[src/rtl/i2c_pkg.sv]
// Shared I2C definitions for the boot EEPROM link (controller and target side).
package i2c_pkg;

  typedef enum logic [3:0] {
    IDLE,
    DEV_ADDR,
    ADDR_ACK,
    WORD_ADDR,
    WORD_ACK,
    WRITE_DATA,
    WRITE_ACK,
    READ_DATA,
    READ_ACK
  } I2cTargetState;

  localparam logic [6:0] EEPROM_DEV_ADDR = 7'h50;
  localparam logic       I2C_WRITE       = 1'b0;
  localparam logic       I2C_READ        = 1'b1;

endpackage

[src/rtl/i2c_sync_edge.sv]
// Input synchronizer with single-cycle rise/fall pulses on the synchronized level.
module i2c_sync_edge #(
  parameter int SYNC_STAGES = 2
) (
  input  logic clk,
  input  logic d_i,
  output logic level_o,
  output logic rise_o,
  output logic fall_o
);

  logic [SYNC_STAGES-1:0] sync_q, sync_d;
  logic                   prev_q, prev_d;

  // No reset: a reset mid-transfer must not manufacture a false bus edge.
  always_comb begin
    sync_d  = {sync_q[SYNC_STAGES-2:0], d_i};
    prev_d  = sync_q[SYNC_STAGES-1];
    level_o = sync_q[SYNC_STAGES-1];
    rise_o  = sync_q[SYNC_STAGES-1] & ~prev_q;
    fall_o  = ~sync_q[SYNC_STAGES-1] & prev_q;
  end

  always_ff @(posedge clk) begin
    sync_q <= sync_d;
    prev_q <= prev_d;
  end

endmodule

[src/rtl/i2c_eeprom_target.sv]
// I2C target emulating a 256-byte serial EEPROM; SCL/SDA oversampled by clk,
// SDA driven open-drain through sda_oe.
module i2c_eeprom_target
  import i2c_pkg::*;
#(
  parameter logic [6:0] DEV_ADDR    = EEPROM_DEV_ADDR,
  parameter int         SYNC_STAGES = 2
) (
  input  logic       clk,
  input  logic       rst,
  input  logic       scl_i,
  input  logic       sda_i,
  output logic       sda_oe,
  input  logic       load_en,
  input  logic [7:0] load_addr,
  input  logic [7:0] load_data,
  output logic       busy,
  output logic [7:0] ptr
);

  logic scl_lvl, scl_rise, scl_fall;
  logic sda_lvl, sda_rise, sda_fall;

  i2c_sync_edge #(.SYNC_STAGES(SYNC_STAGES)) u_scl_sync (
    .clk(clk), .d_i(scl_i), .level_o(scl_lvl), .rise_o(scl_rise), .fall_o(scl_fall));
  i2c_sync_edge #(.SYNC_STAGES(SYNC_STAGES)) u_sda_sync (
    .clk(clk), .d_i(sda_i), .level_o(sda_lvl), .rise_o(sda_rise), .fall_o(sda_fall));

  I2cTargetState state_q, state_d;
  logic [3:0]    cnt_q, cnt_d;
  logic [7:0]    shift_q, shift_d;
  logic          oe_q, oe_d;
  logic          busy_q, busy_d;
  logic [7:0]    ptr_q, ptr_d;

  logic [7:0]    mem_q [256];
  logic          mem_we;
  logic [7:0]    mem_waddr, mem_wdata, rd_byte;

  always_comb begin
    state_d   = state_q;
    cnt_d     = cnt_q;
    shift_d   = shift_q;
    oe_d      = oe_q;
    busy_d    = busy_q;
    ptr_d     = ptr_q;
    mem_we    = 1'b0;
    mem_waddr = load_addr;
    mem_wdata = load_data;
    rd_byte   = mem_q[ptr_q];

    if (load_en && !busy_q) mem_we = 1'b1;

    if (scl_lvl && sda_rise) begin
      state_d = IDLE;
      oe_d    = 1'b0;
      busy_d  = 1'b0;
    end else if (scl_lvl && sda_fall) begin
      state_d = i2c_pkg::DEV_ADDR;
      cnt_d   = 4'd7;
      oe_d    = 1'b0;
    end else begin
      case (state_q)
        IDLE: ;
        i2c_pkg::DEV_ADDR: if (scl_rise) begin
          shift_d = {shift_q[6:0], sda_lvl};
          cnt_d   = 4'(cnt_q - 4'd1);
          if (cnt_q == 4'd0) begin
            if (shift_q[6:0] == DEV_ADDR) begin
              state_d = ADDR_ACK;
              busy_d  = 1'b1;
            end else begin
              state_d = IDLE;
              busy_d  = 1'b0;
            end
          end
        end
        // oe_q doubles as the "ACK already driven" flag in the ACK states.
        ADDR_ACK: if (scl_fall) begin
          if (!oe_q) oe_d = 1'b1;
          else if (shift_q[0] == I2C_WRITE) begin
            oe_d    = 1'b0;
            cnt_d   = 4'd7;
            state_d = WORD_ADDR;
          end else begin
            oe_d    = ~rd_byte[7];
            shift_d = {rd_byte[6:0], 1'b0};
            cnt_d   = 4'd7;
            state_d = READ_DATA;
          end
        end
        WORD_ADDR: if (scl_rise) begin
          shift_d = {shift_q[6:0], sda_lvl};
          cnt_d   = 4'(cnt_q - 4'd1);
          if (cnt_q == 4'd0) state_d = WORD_ACK;
        end
        WORD_ACK: if (scl_fall) begin
          if (!oe_q) oe_d = 1'b1;
          else begin
            oe_d    = 1'b0;
            ptr_d   = shift_q;
            cnt_d   = 4'd7;
            state_d = WRITE_DATA;
          end
        end
        WRITE_DATA: if (scl_rise) begin
          shift_d = {shift_q[6:0], sda_lvl};
          cnt_d   = 4'(cnt_q - 4'd1);
          if (cnt_q == 4'd0) begin
            mem_we    = 1'b1;
            mem_waddr = ptr_q;
            mem_wdata = {shift_q[6:0], sda_lvl};
            ptr_d     = ptr_q + 8'd1;
            state_d   = WRITE_ACK;
          end
        end
        WRITE_ACK: if (scl_fall) begin
          if (!oe_q) oe_d = 1'b1;
          else begin
            oe_d    = 1'b0;
            cnt_d   = 4'd7;
            state_d = WRITE_DATA;
          end
        end
        READ_DATA: if (scl_fall) begin
          if (cnt_q == 4'd0) begin
            oe_d    = 1'b0;
            ptr_d   = ptr_q + 8'd1;
            state_d = READ_ACK;
          end else begin
            oe_d    = ~shift_q[7];
            shift_d = {shift_q[6:0], 1'b0};
            cnt_d   = 4'(cnt_q - 4'd1);
          end
        end
        // After a controller ACK, the next SCL fall presents bit 7, hence cnt=8.
        READ_ACK: if (scl_rise) begin
          if (!sda_lvl) begin
            shift_d = rd_byte;
            cnt_d   = 4'd8;
            state_d = READ_DATA;
          end else begin
            busy_d  = 1'b0;
            state_d = IDLE;
          end
        end
        default: state_d = IDLE;
      endcase
    end
  end

  always_ff @(posedge clk) begin
    if (rst) begin
      state_q <= IDLE;
      cnt_q   <= 4'd0;
      shift_q <= 8'd0;
      oe_q    <= 1'b0;
      busy_q  <= 1'b0;
      ptr_q   <= 8'd0;
    end else begin
      state_q <= state_d;
      cnt_q   <= cnt_d;
      shift_q <= shift_d;
      oe_q    <= oe_d;
      busy_q  <= busy_d;
      ptr_q   <= ptr_d;
    end
  end

  always_ff @(posedge clk) begin
    if (mem_we) mem_q[mem_waddr] <= mem_wdata;
  end

  assign sda_oe = oe_q;
  assign busy   = busy_q;
  assign ptr    = ptr_q;

endmodule
[config.mk]
export PLATFORM = sky130hd
export DESIGN_NAME = i2c_eeprom_target
export DESIGN_NICKNAME = d
export VERILOG_FILES = /design/src/rtl/i2c_pkg.sv /design/src/rtl/i2c_sync_edge.sv /design/src/rtl/i2c_eeprom_target.sv
export SDC_FILE = /design/constraint.sdc
export NUM_CORES = 2
export LEC_CHECK = 0
export CAP_MARGIN = 20
export CORE_MARGIN = 2
export CORE_UTILIZATION = 40
export DETAILED_ROUTE_END_ITERATION = 8
export HOLD_SLACK_MARGIN = 0.05
export PLACE_DENSITY = 0.61
export SETUP_SLACK_MARGIN = 0.3
export SYNTH_ARGS = -nofsm -noshare
export SYNTH_HDL_FRONTEND = slang
export SYNTH_HIERARCHICAL = 1
export SYNTH_SLANG_ARGS = --single-unit
[constraint.sdc]
create_clock -name clk -period 11.12 [get_ports clk]
set_input_delay 2.224 -clock clk [delete_from_list [all_inputs] [get_ports clk]]
set_output_delay 2.224 -clock clk [all_outputs]
set_load 0.1 [all_outputs]
==> flow_metrics.env <==
export IMPL_crit_path_end_kind="register"
export IMPL_yosys_most_used_dff="edfxtp_1"
export IMPL_drtAntennaViolNets=0
export IMPL_viasPerCell=6.113
export IMPL_hold_buffers=0
export IMPL_drc_errors=0
export IMPL_clkTransAtPathRegs_ps=60
export IMPL_fin_cells=7120
export IMPL_chipHeight_um=460
export IMPL_ir_drop_v=0.0001394
export IMPL_crit_path_max_fanout=33
export IMPL_leakage_uw=0.02780
export IMPL_cts_setup_buffers=0
export IMPL_layout_nets=4257
export IMPL_combinationalPowerShare_pct=1.5
export IMPL_skew_ps=25.03
export IMPL_grt_ovfl_total=0
export IMPL_synth_warnings=6
export IMPL_post_drt_wl_per_cell_um=33.51
export IMPL_portBuffers=30
export IMPL_pwr_share_seq_pct=54.2
export IMPL_intPower_uw=12760
export IMPL_antenna_found_initial=14
export IMPL_pin_count=31
export IMPL_synth_cell_types=93
export IMPL_maxSlewViolCount=0
export IMPL_drive_gt1_share_pct=20.48
export IMPL_hold_class="register to register"
export IMPL_ys_ff_latch=2088
export IMPL_fmax_mhz=171.3
export IMPL_cts_tree="built"
export IMPL_period_needed_ps=5839
export IMPL_setup_viol=0
export IMPL_crit_type="register to register"
export IMPL_start_util_pct=40.21
export IMPL_worstRegToRegCells=9
export IMPL_finalCritPeriodShare_pct=52.51
export IMPL_htreeDepth=4
export IMPL_syn_area_sq_um=83170
export IMPL_power_density_nw_per_um2=172.2
export IMPL_holdPathStages=0
export IMPL_die_width_um=460
export IMPL_finalPower_uw=15960
export IMPL_vias=43521
export IMPL_wl_um=238600
export IMPL_synth_area_per_cell_sq_um=20.10
export IMPL_syn_to_final_growth_pct=11.48
export IMPL_synthArstFlopShare_pct=0
export IMPL_drv_max_cap_violation_count=0
export IMPL_std_cell_rows=167
export IMPL_root_buffer="clkbuf_16"
export IMPL_syn_inst=4138
export IMPL_critPathLaunchType="register"
export IMPL_hold_violations=0
export IMPL_post_cts_resized=0
export IMPL_first_pass_iters=6
export IMPL_tns_ps=0
export IMPL_final_cell_mix="edfxtp_1, mux4_2, nor2_1, clkbuf_16, nand2_1"
export IMPL_tightest_slew_ps=1220
export IMPL_grt_pass1_vias=42506
export IMPL_syn_num_nets=4161
export IMPL_grt_max_degree=150
export IMPL_cts_buffers_inserted=203
export IMPL_clockPowerShare_pct=44.2
export IMPL_grtUsageTotal_pct=22.37
export IMPL_slew_headroom_pct=16.57
export IMPL_clock_sinks=2088
export IMPL_rsz0062_at_grt="no"
export IMPL_cp_required_ps=11580
export IMPL_dp_hpwl_um=144800
export IMPL_die_area_sq_um=211600
export IMPL_p_sw_uw=3205
export IMPL_drt_iter0_drc=6461
export IMPL_gp_congestion=0.8863
export IMPL_grt_pass1_wl_um=334300
export IMPL_clockBufferDepth=3
export IMPL_worstSkewPairLatency_ps=830
export IMPL_synth_edff_count=2048
export IMPL_core_sq_um=206900
export IMPL_layout_commonest_cell="edfxtp_1"
export IMPL_outcome="complete, no violations"
export IMPL_arrival_ps=6290
export IMPL_switching_share_pct=20.08
export IMPL_dp_cells=6731
export IMPL_whs_ps=329.7
export IMPL_synth_seq_area_share_pct=74.90
cell usage after synthesis (5+ instances only):
cell type     n  area, sq um
a32oi_1       8        70.07
inv_1        12        45.04
mux4_1       64         1682
o211ai_1      5        37.54
a221oi_1     13        113.9
clkbuf_1     64        240.2
nor2_1      337         1265
dfxtp_1      40        800.8
a22o_1        8        70.07
a31oi_1      23        143.9
and2_1       16        100.1
clkbuf_8     17        234.0
o21ai_1      12        60.06
o21ai_0      57        285.3
nand2_1     196        735.7
mux2_2       26        292.8
mux4_2      415         9346
o2111ai_1     6        52.55
buf_8        14        210.2
buf_2        48        240.2
a2111oi_0     6        52.55
o31ai_1      12        90.09
nor4_1        8        50.05
nor2b_1      19        118.9
nand3b_1      8        60.06
buf_12       18        360.4
a311oi_1      6        52.55
edfxtp_1   2048        61500
a211oi_1     25        187.7
nor3_1       30        150.1
and3_1        5        31.28
buf_4        33        247.7
mux2i_1     135         1351
buf_1         6        22.52
o221ai_1      9        78.83
a22oi_1      68        510.5
nand2b_1     16        100.1
nand3_1      74        370.4
buf_6        40        450.4
nand4_1      11        68.82
o22ai_1      35        219.0
a21oi_1      55        275.3
final cells by class:
class,count,area [sq um]
Inverter,18,72.57
Clock inverter,148,1514
Multi-Input combinational cell,1788,18920
Tap cell,2704,3383
Clock buffer,232,5274
Timing Repair Buffer,135,1215
Sequential cell,2088,62320
Fill cell,17358,114100
Antenna cell,7,17.52
path summary, 6_finish.rpt:
path,startpoint,endpoint,slack [ps]
min,u_sda_sync/sync_q[0],u_sda_sync/sync_q[1],330
max reg2reg,state_q[0],mem_q[2][3],5280
max,state_q[0],mem_q[2][3],5280
min reg2reg,u_sda_sync/sync_q[0],u_sda_sync/sync_q[1],330
through the flow:
| step | worst slack, ps | util [%] | area [sq um] |
|---|---|---|---|
| floorplan | 6507 | - | 83170 |
| global placement | 4718 | 41.48 | 85810 |
| detailed placement | 4751 | 41.51 | 85870 |
| CTS | 4708 | 44.79 | 92660 |
| global route | 4935 | 44.82 | 92710 |
| finish | 5281 | 44.82 | 92720 |
power groups by stage:
stage,Clock [uW],Combinational (uW),Sequential (uW)
finish,7060,247,8660
global route,7430,259,8650
CTS,7120,244,8660
floorplan,0,104,8830
detailed placement,0,246,8830
global placement,0,241,8830
worst max-delay path, stage by stage, from the launching register on:
cell and delay (ps):
dfxtp_1 550, nor2b_1 780, and2_1 520, nand4_1 300
buf_8 260, buf_4 240, o21ai_1 620, nand3_1 940
buf_4 550, nor2_1 670
flip-flops by register name, indices dropped and copies added (netlist names), named ones only:
name / flops
u_scl_sync/sync_q: 2
busy: 1
sda_oe: 1
state_q: 4
cnt_q: 4
shift_q: 8
mem_q: 2048
u_sda_sync/sync_q: 2
ptr: 8
u_sda_sync/prev_q: 1
u_scl_sync/prev_q: 1
routing by layer:
layer / routed length [um] / vias to the layer above / GRT usage [%]
met5: 34 / - / 0
met4: 8151 / 4 / 7.495
met3: 25850 / 427 / 5.759
met2: 109200 / 2597 / 33.99
met1: 95320 / 23185 / 31.46
li1: - / 17308 / -
logic make-up (layout without fill, tap and decap cells):
group	count (synthesis)	in the layout	synth area share, %
adder cells (fa/ha/maj)	2	2	0.03008
AND/OR/NAND/NOR	753	753	3.974
XOR/XNOR	1	1	0.01053
buffers and inverters	262	533	2.535
flip-flops	2088	2088	74.90
multiplexers	640	640	15.24
other	0	7	0
AO/OA/AOI/OAI	392	392	3.313
Power figures use the tool's default switching activity.
